`src/rtl/ofdm_pkg.sv`:
```
// Shared OFDM receive/transmit constants: QPSK levels, demapper soft threshold,
// {Q,I} word layout, the buffered beat format and a saturating magnitude helper.
package ofdm_pkg;

    localparam logic [15:0] QPSK_POS        = 16'h5A82;
    localparam logic [15:0] QPSK_NEG        = 16'hA57E;
    localparam logic [15:0] SOFT_THRESH_DEF = 16'h2D41;

    // {Q,I} sample word layout
    localparam int unsigned IQ_W  = 16;
    localparam int unsigned I_LSB = 0;
    localparam int unsigned Q_LSB = 16;

    // One demapped beat as it travels through the skid buffer
    typedef struct packed {
        logic       symb_last;
        logic       last;
        logic [5:0] data;
    } beat_t;

    // |x| with the most negative value clipped to the most positive one
    function automatic logic [15:0] abs_sat(input logic [15:0] x);
        logic [15:0] r;
        if (x == 16'h8000) begin
            r = 16'h7FFF;
        end else if (x[15]) begin
            r = 16'(~x + 16'd1);
        end else begin
            r = x;
        end
        return r;
    endfunction

endpackage

```
`src/rtl/axis_skid_buf.sv`:
```
// Two-entry AXI-Stream skid buffer (output register + skid register).
// Upstream ready is registered and equals "skid empty", so no combinational
// path runs from downstream ready to upstream ready.
module axis_skid_buf #(
    parameter int unsigned Width = 8
) (
    input  logic             clk,
    input  logic             rst,
    input  logic             s_valid_i,
    input  logic [Width-1:0] s_data_i,
    output logic             s_ready_o,
    output logic             m_valid_o,
    output logic [Width-1:0] m_data_o,
    input  logic             m_ready_i
);

    logic             out_valid_q, out_valid_d;
    logic [Width-1:0] out_data_q, out_data_d;
    logic             skid_valid_q, skid_valid_d;
    logic [Width-1:0] skid_data_q, skid_data_d;
    logic             ready_q, ready_d;
    logic             in_fire;
    logic             out_free;

    // Next-state: route accepted beats to output or skid, refill output from skid
    always_comb begin
        in_fire      = s_valid_i & ready_q;
        out_free     = ~out_valid_q | m_ready_i;
        out_valid_d  = out_valid_q;
        out_data_d   = out_data_q;
        skid_valid_d = skid_valid_q;
        skid_data_d  = skid_data_q;
        if (out_free) begin
            if (skid_valid_q) begin
                // Oldest beat first; a new beat (only possible if ready lagged) backfills the skid
                out_valid_d = 1'b1;
                out_data_d  = skid_data_q;
                if (in_fire) begin
                    skid_data_d = s_data_i;
                end else begin
                    skid_valid_d = 1'b0;
                end
            end else if (in_fire) begin
                out_valid_d = 1'b1;
                out_data_d  = s_data_i;
            end else begin
                out_valid_d = 1'b0;
            end
        end else if (in_fire) begin
            skid_valid_d = 1'b1;
            skid_data_d  = s_data_i;
        end
        ready_d = ~skid_valid_d;
    end

    // State registers, cleared asynchronously
    always_ff @(posedge clk or negedge rst) begin
        if (!rst) begin
            out_valid_q  <= 1'b0;
            out_data_q   <= '0;
            skid_valid_q <= 1'b0;
            skid_data_q  <= '0;
            ready_q      <= 1'b0;
        end else begin
            out_valid_q  <= out_valid_d;
            out_data_q   <= out_data_d;
            skid_valid_q <= skid_valid_d;
            skid_data_q  <= skid_data_d;
            ready_q      <= ready_d;
        end
    end

    assign s_ready_o = ready_q;
    assign m_valid_o = out_valid_q;
    assign m_data_o  = out_data_q;

endmodule

```
`src/rtl/qpsk_demod_axis.sv`:
```
// Hard-decision QPSK demapper on AXI-Stream with packet/OFDM-symbol sideband
// pass-through and a sticky per-symbol subcarrier count check.
// Build option: define QPSK_DEMOD_SOFT_EN to fill tdata[3:2] with magnitude
// confidence bits (|I|, |Q| >= SOFT_THRESH); otherwise tdata[5:2] is zero.
module qpsk_demod_axis
    import ofdm_pkg::*;
#(
    parameter int unsigned SC_PER_SYMB = 48
`ifdef QPSK_DEMOD_SOFT_EN
    ,
    parameter logic [15:0] SOFT_THRESH = SOFT_THRESH_DEF
`endif
) (
    input  logic        clk,
    input  logic        rst,
    input  logic        s_axis_tvalid,
    input  logic [31:0] s_axis_tdata,
    input  logic        s_axis_tlast,
    output logic        s_axis_tready,
    input  logic        s_bit_symb_last,
    output logic        m_axis_tvalid,
    output logic [5:0]  m_axis_tdata,
    output logic        m_axis_tlast,
    input  logic        m_axis_tready,
    output logic        m_bit_symb_last,
    output logic        symb_len_err,
    input  logic        err_clr
);

    localparam int unsigned CntW    = (SC_PER_SYMB > 1) ? $clog2(SC_PER_SYMB) : 1;
    localparam logic [CntW-1:0] CntLast = CntW'(SC_PER_SYMB - 1);
    localparam int unsigned BeatW   = $bits(beat_t);

    logic [IQ_W-1:0] i_val, q_val;
    logic [3:0]      soft_bits;
    beat_t           in_beat, out_beat;
    logic            in_fire;

    logic [CntW-1:0] sc_cnt_q, sc_cnt_d;
    logic            err_q, err_d;
    logic            err_set;

    assign i_val = s_axis_tdata[I_LSB +: IQ_W];
    assign q_val = s_axis_tdata[Q_LSB +: IQ_W];

`ifdef QPSK_DEMOD_SOFT_EN
    logic [IQ_W-1:0] i_mag, q_mag;

    // Confidence bits from saturated magnitudes
    always_comb begin
        i_mag     = abs_sat(i_val);
        q_mag     = abs_sat(q_val);
        soft_bits = {2'b00, (q_mag >= SOFT_THRESH), (i_mag >= SOFT_THRESH)};
    end
`else
    logic unused_iq_mag;

    assign soft_bits     = 4'b0000;
    assign unused_iq_mag = ^{i_val[IQ_W-2:0], q_val[IQ_W-2:0]};
`endif

    // Sign decision: non-negative decides to 1; sidebands ride with the beat
    always_comb begin
        in_beat.symb_last = s_bit_symb_last;
        in_beat.last      = s_axis_tlast;
        in_beat.data      = {soft_bits, ~q_val[IQ_W-1], ~i_val[IQ_W-1]};
    end

    axis_skid_buf #(
        .Width (BeatW)
    ) u_skid (
        .clk       (clk),
        .rst       (rst),
        .s_valid_i (s_axis_tvalid),
        .s_data_i  (in_beat),
        .s_ready_o (s_axis_tready),
        .m_valid_o (m_axis_tvalid),
        .m_data_o  (out_beat),
        .m_ready_i (m_axis_tready)
    );

    assign in_fire = s_axis_tvalid & s_axis_tready;

    // Subcarrier count check; any framing violation realigns the counter to 0
    always_comb begin
        sc_cnt_d = sc_cnt_q;
        err_set  = 1'b0;
        if (in_fire) begin
            if (s_bit_symb_last) begin
                err_set  = (sc_cnt_q != CntLast);
                sc_cnt_d = '0;
            end else if (sc_cnt_q == CntLast) begin
                err_set  = 1'b1;
                sc_cnt_d = '0;
            end else if (s_axis_tlast) begin
                err_set  = 1'b1;
                sc_cnt_d = '0;
            end else begin
                sc_cnt_d = sc_cnt_q + 1'b1;
            end
        end
        // A new error in the clearing cycle must not be lost
        err_d = err_q;
        if (err_clr) begin
            err_d = 1'b0;
        end
        if (err_set) begin
            err_d = 1'b1;
        end
    end

    // Counter and sticky error registers
    always_ff @(posedge clk or negedge rst) begin
        if (!rst) begin
            sc_cnt_q <= '0;
            err_q    <= 1'b0;
        end else begin
            sc_cnt_q <= sc_cnt_d;
            err_q    <= err_d;
        end
    end

    assign m_axis_tdata    = out_beat.data;
    assign m_axis_tlast    = out_beat.last;
    assign m_bit_symb_last = out_beat.symb_last;
    assign symb_len_err    = err_q;

endmodule

```
`config.mk`:
```
export PLATFORM = sky130hd
export DESIGN_NAME = qpsk_demod_axis
export DESIGN_NICKNAME = d
export VERILOG_FILES = /design/src/rtl/ofdm_pkg.sv /design/src/rtl/axis_skid_buf.sv /design/src/rtl/qpsk_demod_axis.sv
export SDC_FILE = /design/constraint.sdc
export NUM_CORES = 1
export LEC_CHECK = 0
export ABC_AREA = 1
export BUFFER_PORTS_ARGS = -buffer_cell sky130_fd_sc_hd__buf_2
export CAP_MARGIN = 25
export CORE_MARGIN = 8
export CORE_UTILIZATION = 33
export CTS_CLUSTER_DIAMETER = 40
export DETAILED_ROUTE_END_ITERATION = 12
export PLACE_DENSITY = 0.67
export RECOVER_POWER = 100
export SLEW_MARGIN = 10
export SYNTH_ARGS = -nofsm -noshare
export SYNTH_HDL_FRONTEND = slang
export SYNTH_SLANG_ARGS = --single-unit
export TNS_END_PERCENT = 30
```
`constraint.sdc`:
```
create_clock -name clk -period 1.79 [get_ports clk]
set_input_delay 0.358 -clock clk [delete_from_list [all_inputs] [get_ports clk]]
set_output_delay 0.358 -clock clk [all_outputs]
set_load 0.1 [all_outputs]
```
### Yosys cells after proc, flatten, opt, wreduce, memory -nomap -nowiden

Index checks and enable logic that the tools add are counted.

* flip-flop bits (word level): 26
* input bits: 39

* add/sub/neg operators: 1
* eq/ne operators: 3
* muxes and demuxes: 19
* bitwise operators: 6
* reduce and logical (&&, ||, !) cells: 3

Operator list (number)
* 8-bit two-way mux: 5
* 6-bit two-way mux: 3
* 1-bit two-way mux: 11
* 6-bit by 1-bit adder with 6-bit output, second input constant: 1
* 6-bit == test, second input constant: 1
* 6-bit inequality test, second input constant: 1
* 1-bit inverter: 4
* 2-bit nonzero test: 2
* 2-bit by 1-bit inequality test with 1-bit output, second input constant: 1
* 2-bit AND reduction: 1
* 1-bit AND: 1
* 1-bit bitwise OR: 1

### Longest topological paths before layout

Gate-level depths: netlist (run 1).

* word-level depth: 5
* mapped depth: 6
* depth with buffers taken out: 6

### By module

A second synthesis (run 1) with hierarchy kept.

* cell total of the unflattened synthesis: 170
* area, all modules: 1365.1 um^2

By module, submodules not included
* axis_skid_buf: times used 1, cells an instance 107, area each 915.9 um^2, seq. area each 475.5 um^2
* qpsk_demod_axis: times used 1, cells an instance 63, area each 449.2 um^2, seq. area each 175.2 um^2

### Least setup slack after synthesis (run 1)

OpenSTA, ideal clock, no wires.

* kind: reg2reg
* start point: register u_skid.out_valid_q, in the netlist u_skid.m_valid_o
* end point: register u_skid.out_data_q[6], in the netlist u_skid.m_data_o[6]
* setup time: 0.124 ns
* arrival: 1.533 ns
* setup slack: 0.133 ns
* stages on the path, launching flop included: 6
* path buffers: 0
* period minus slack after synthesis: 1.657 ns
* path through: dfrtp_1 nand2_1 nand2_2 inv_2 o211ai_1 nand2_1

* word-level cells in the longest chain between the ends: 3

Ends and longest elaborated chain
* start, declared: line axis_skid_buf.sv:17 `logic out_valid_q, out_valid_d;`
* start signal, assigned: line axis_skid_buf.sv:65 `out_valid_q <= out_valid_d;`
* 1-bit inverter: line axis_skid_buf.sv:28 `out_free = ~out_valid_q | m_ready_i;`
* 1-bit bitwise OR: line axis_skid_buf.sv:28
* 2-bit AND reduction (no line)
* end signal, assigned: line axis_skid_buf.sv:66 `out_data_q <= out_data_d;`
* end, declared: line axis_skid_buf.sv:18 `logic [Width-1:0] out_data_q, out_data_d;`

No other way between the ends.
A chain may end at the register's enable or synchronous reset.

### Worst setup path in the final report (run 1)

* start point: register u_skid.ready_q, in the netlist u_skid.s_ready_o
* end point: output s_axis_tready

RTL lines
* start, declared: line axis_skid_buf.sv:21 `logic ready_q, ready_d;`
* start signal, assigned: line axis_skid_buf.sv:69 `ready_q <= ready_d;`
* end, declared: line qpsk_demod_axis.sv:19 `output logic s_axis_tready,`

No word-level cell between the ends.

==> metrics, run 1 <==
Vias/cell=4.65; hold buffer count at cts=1; area of the core=roughly 0.0027 mm²; max-slew violation count=0; CP arrival=between 1000 and 1500 ps; Worst Hold Class=primary input to register; All-Layer GR Usage=8.61%; post-route cell area=about 0.0010 mm²; Startpoint Class=register; final worst slack=between 200 and 300 ps; Reg-to-Reg Start=sc_cnt_q[1]$_DFFE_PN0P_; DR WL/cell=approximately 11 µm; final core utilization=37.6%; Worst Path Buf+Inv=1; initial antenna violation count=0; Crit path largest cell delay=470 ps; Synth-to-Final Area Change=11.4%; clock power share=13.2%; Fin Setup TNS=0 ps; crit share post-route=84.6%; Tmin final=1510 ps; Max Clk Rate=0.660 GHz; CTS tree=yes; Worst R2R Path Depth=6; worst-skew pair later-pin latency=around 290 ps; switching part of the total=about 56%; Final Skew=7.03 ps; placed instance area=roughly 990 µm²; Net Switching=about 1.1 mW; largest net degree at the start of global routing=19; main flop type after synthesis=dfrtp_1; Yosys warnings=0; drt first pass iters=4; clock root buffer=clkbuf_4; critical path cell sequence=clkbuf_2; area share of the largest cell type after synthesis=49.7%; worst slew pin tran=about 1000 ps; CP max FO=2; Clock transition at path regs=~100 ps; detailed router's first-iteration violation count=37; Initial Util=around 34%; Synth Area in XOR/XNOR=less than 1%; register area share after synthesis=between 40% and 50%; worst hold slack=approximately 270 ps; worst endpoint required time=around 1400 ps; Non-Filler Instances=~160; diodes inserted=0; compound-cell area share of the yosys netlist=a little under a tenth; Synth Area in Simple Gates=between 20 and 30%; post-synthesis cell count=~110; die height=about 70 µm; mapped cell area=around 910 µm²; die area=0.00468 mm²; start point of the critical path=u_skid.s_ready_o$_DFF_PN0_; largest family of logic cells by synthesized area=simple AND/OR/NAND/NOR gates; maximum vdd ir drop=~1.1 mV; Max Cap Viol=0; die width=about 70 µm; Critical R2R Capture=sc_cnt_q[5]$_DFFE_PN0P_; synth top area cells=dfrtp_1 50%, nand2_1 14%, inv_1 4.6%; CP max stage cell=clkbuf_2; Combinational Power Share=between 50 and 60%; Pint=about 830 µW; gpl congestion=around 0.8; leakage=about 0.53 nW; htree depth=1; routed wire length=about 1800 µm; Top delay family on crit path=buffers and inverters; Flop pwr share=between 30% and 40%; IO Port Bufs=15; DP Cell Count=153; first-pass GRT wire length=roughly 3100 µm; Slew HR=33.1%; count of cells resized by post-cts repair=0; layout cells sized above 1=a little under a fifth; postcts setup bufs=0; Synth area leader=dfrtp_1; CP Depth=1; Mean Syn Cell Area=~8.3 µm²; total vias in the final route=around 740; # IOs=50; number of synthesized flops with an enable pin=0; placed wire-length estimate=roughly 1400 µm; Yosys cell types=21; Crit. End Element=primary output; Final Total Pwr=about 1.9 mW; Worst Setup EP=s_axis_tready; Async SR Flop Fraction=100%; DRC Markers=0; Fill cells=slightly below 300; ANT nets after route=0; Setup WS pre-CTS=slightly below 600 ps; Adder-Cell Fraction of Synth Area=about 1.4%; global route total overflow=0; status=finished, final reports clean; CTS Sinks=18; vias in the first global route=~790; nets=between 150 and 200; cts bufs inserted=3; Final Hold Fails=0; # setup viols final=0; Crit Path Class=register to primary output; RSZ-0062 raised after global routing=false; row count=19; Clock Path Buffers=2; Pwr Density=roughly 1900 mW/mm²; Worst R2R Setup Slack=approximately 350 ps; Seq cells post-synth=18; post-synthesis mux area share=0%
==> sequential cells by signal, summed over array words and instances, names as in the netlist <==
signal,flops
u_skid.s_ready_o,1
u_skid.m_data_o,4
symb_len_err,1
u_skid.skid_valid_q,1
sc_cnt_q,6
u_skid.m_valid_o,1
u_skid.skid_data_q,4
==> cells in the final DEF (no fill, tap or decap), types with 2 or more instances in the layout <==
master / n
nand2_2: 2
clkbuf_4: 3
nand2_1: 37
nand3_1: 5
o21ai_0: 8
dfrtp_1: 18
o211ai_1: 4
nor2_1: 10
inv_1: 12
conb_1: 4
clkbuf_2: 7
buf_2: 7
==> per-layer routing <==
metal	share of wire [%]	GRT usage [%]
met5	0	0
met4	0.62	2.30
met3	8.8	4.26
met2	48	15.2
met1	42	8.80
==> layout make-up <==
| cell class | instances | area, µm² | area share [%] |
|---|---|---|---|
| Clock buffer | 4 | 36.3 | 3.59 |
| Inverter | 13 | 51.3 | 5.07 |
| Multi-Input combinational cell | 76 | 350 | 34.7 |
| Sequential cell | 18 | 450 | 44.6 |
| Tap cell | 31 | 38.8 | 3.84 |
| Timing Repair Buffer | 16 | 83.8 | 8.29 |
==> worst min-delay path by stage <==
stage,from,to,slack [ps],cells after the start
6_report,s_axis_tdata[31],u_skid.skid_data_q[1]$_DFFE_PN0P_,270,2
3_5_place_dp,rst,u_skid.m_data_o[1]$_DFFE_PN0P_,320,1
4_1_cts,s_axis_tdata[31],u_skid.skid_data_q[1]$_DFFE_PN0P_,260,2
2_1_floorplan,rst,sc_cnt_q[0]$_DFFE_PN0P_,60,0
5_1_grt,s_axis_tdata[15],u_skid.skid_data_q[0]$_DFFE_PN0P_,270,2
3_3_place_gp,rst,u_skid.m_data_o[1]$_DFFE_PN0P_,310,1
==> cells by family after synthesis <==
logic type,after synthesis
xor+xnor,1
buf+inv,18
fa+ha+maj,1
flops,18
simple gates,56
compound gates,14
other cells,1
==> power by group through the flow <==
stage | Sequential (mW) | Combinational [mW] | Clock (mW)
final | 0.629 | 1.01 | 0.249
after global routing | 0.648 | 1.09 | 0.282
after CTS | 0.628 | 1.07 | 0.260
after detailed placement | 0.636 | 1.06 | 0
after global placement | 0.627 | 1.05 | 0
after floorplan | 1.16 | 0.370 | 0
==> synthesized netlist by cell type (2+ instances only) <==
cell	count
o21ai_0	6
nor2_2	2
buf_4	5
nand2_1	35
nand2_2	3
nand2_4	2
inv_1	11
o211ai_1	4
nand3_1	4
o21ai_1	2
nor2_1	8
dfrtp_1	18
No activity file was read; power rests on OpenSTA's default activity.
==> inputs of run 2 (changes only) <==
- clock period: 1.79 -> 1.4 ns (I/O delays scaled with it)
==> run 2 against run 1 <==
  * Count of clock-buffer cells in the layout is the same
  * Via count down 2.7%
  * Sequential share of layout area decreased by 1.1 points
  * Clock power grew 3%
  * Sequential power grew 29%
  * Power up 28%
  * Core utilization increased by 1.1 points
  * Non-clock buffer count increased by 1
  * Critical path depth did not move
==> metrics, run 2 (same netlist as run 1, synthesis figures left out) <==
status=finished, final reports clean; Worst Path Buf+Inv=1; clock power share=a little over a tenth; Initial Util=33.8%; CTS tree=yes; Flop pwr share=between 30% and 40%; Top reg by flops=sc_cnt_q; Clock Path Buffers=2; # IOs=50; Crit Path Class=register to primary output; placed wire-length estimate=~1500 µm; Max Cap Viol=0; routed wire length=about 1700 µm; first-pass GRT wire length=3060 µm; max reg flops=6; Crit path largest cell delay=430 ps; max-slew violation count=0; area of the core=roughly 0.0027 mm²; Crit. End Element=primary output; Net Switching=roughly 1.3 mW; die height=between 60 and 70 µm; Worst R2R Setup Slack=approximately 140 ps; switching part of the total=approximately 56%; worst endpoint required time=around 1100 ps; cts bufs inserted=3; Max Clk Rate=roughly 0.75 GHz; worst hold slack=a little over 200 ps; critical path cell sequence=buf_2; crit share post-route=between 90% and 100%; vias in the first global route=between 700 and 800; nets=around 170; drt first pass iters=4; Pint=between 1 and 1.5 mW; Fill cells=around 280; DR WL/cell=around 11 µm; Synth-to-Final Area Change=14.6%; Clock transition at path regs=~90 ps; IO Port Bufs=15; detailed router's first-iteration violation count=9; die width=roughly 68 µm; post-route cell area=approximately 0.0010 mm²; CP arrival=~1100 ps; All-Layer GR Usage=between 8 and 9%; final worst slack=58.2 ps; leakage=0.533 nW; # setup viols final=0; Final Skew=between 2 and 3 ps; postcts setup bufs=0; global route total overflow=0; worst-skew pair later-pin latency=between 200 and 300 ps; Pwr Density=between 2000 and 2500 mW/mm²; Worst Hold Class=primary input to register; CTS Sinks=18; initial antenna violation count=0; Final Hold Fails=0; total vias in the final route=a little over 700; most common cell after layout, fill and taps aside=nand2_1; Startpoint Class=register; layout cells sized above 1=22.7%; placed instance area=0.00102 mm²; gpl congestion=0.768; CP max stage cell=buf_2; CP max FO=2; Top delay family on crit path=buffers and inverters; Final Total Pwr=2.43 mW; most frequent cells in the layout=37 x nand2_1, 17 x dfrtp_1, 12 x inv_1, 10 x buf_2, 8 x nor2_1; die area=~0.0047 mm²; DRC Markers=0; ANT nets after route=0; diodes inserted=0; Setup WS pre-CTS=around 170 ps; largest net degree at the start of global routing=19; Tmin final=about 1300 ps; clock root buffer=clkbuf_4; row count=19; htree depth=1; Combinational Power Share=56.1%; maximum vdd ir drop=around 1.9 mV; final core utilization=between 30 and 40%; Vias/cell=4.50
==> run 2: metal layers <==
layer / track usage (%) / part of all wire [%]
met3: 2.29 / 7.8
met4: 4.35 / 0.81
met5: 0 / 0
met2: 14.4 / 51
met1: 9.10 / 41
==> run 2: path summary, 6_finish.rpt <==
check / end / depth (start not counted) / startpoint
max: m_axis_tdata[0] / 1 / u_skid.m_data_o[0]$_DFFE_PN0P_
min: u_skid.skid_data_q[0]$_DFFE_PN0P_ / 2 / s_axis_tdata[15]
max reg2reg: sc_cnt_q[5]$_DFFE_PN0P_ / 6 / sc_cnt_q[0]$_DFFE_PN0P_
min reg2reg: u_skid.m_data_o[0]$_DFFE_PN0P_ / 2 / u_skid.m_data_o[0]$_DFFE_PN0P_
max in group asynchronous: u_skid.m_valid_o$_DFFE_PN0N_ / 2 / rst
min in group asynchronous: sc_cnt_q[3]$_DFFE_PN0P_ / 2 / rst
==> run 2: final cells by class <==
| class | count | area, µm² | area share [%] |
|---|---|---|---|
| sequential | 18 | 452 | 43.4 |
| tap | 31 | 38.8 | 3.73 |
| multi-input combinational | 76 | 369 | 35.5 |
| inverter | 13 | 51.3 | 4.93 |
| clock buffer | 4 | 26.3 | 2.53 |
| timing repair buffer | 17 | 103 | 9.87 |
==> run 2: through the flow <==
step / std cells / TNS (ps)
after floorplan: 112 / 0
after global placement: 154 / 0
after detailed placement: 154 / 0
after CTS: 159 / 0
after global routing: 159 / -2.15
final: 159 / 0
==> run 2: power by group through the flow <==
stage	clock (mW)	sequential, mW	combinational, mW
after global placement	0	0.815	1.39
after global routing	0.286	0.840	1.46
final	0.257	0.809	1.36
after CTS	0.271	0.824	1.42
after detailed placement	0	0.834	1.42
after floorplan	0	1.49	0.472
==> run 2: timing repair <==
action	in CTS	in global routing
resized for setup	0	3
hold buffers	1	0
endpoints found under the hold margin	18	0
setup endpoints to repair	0	3
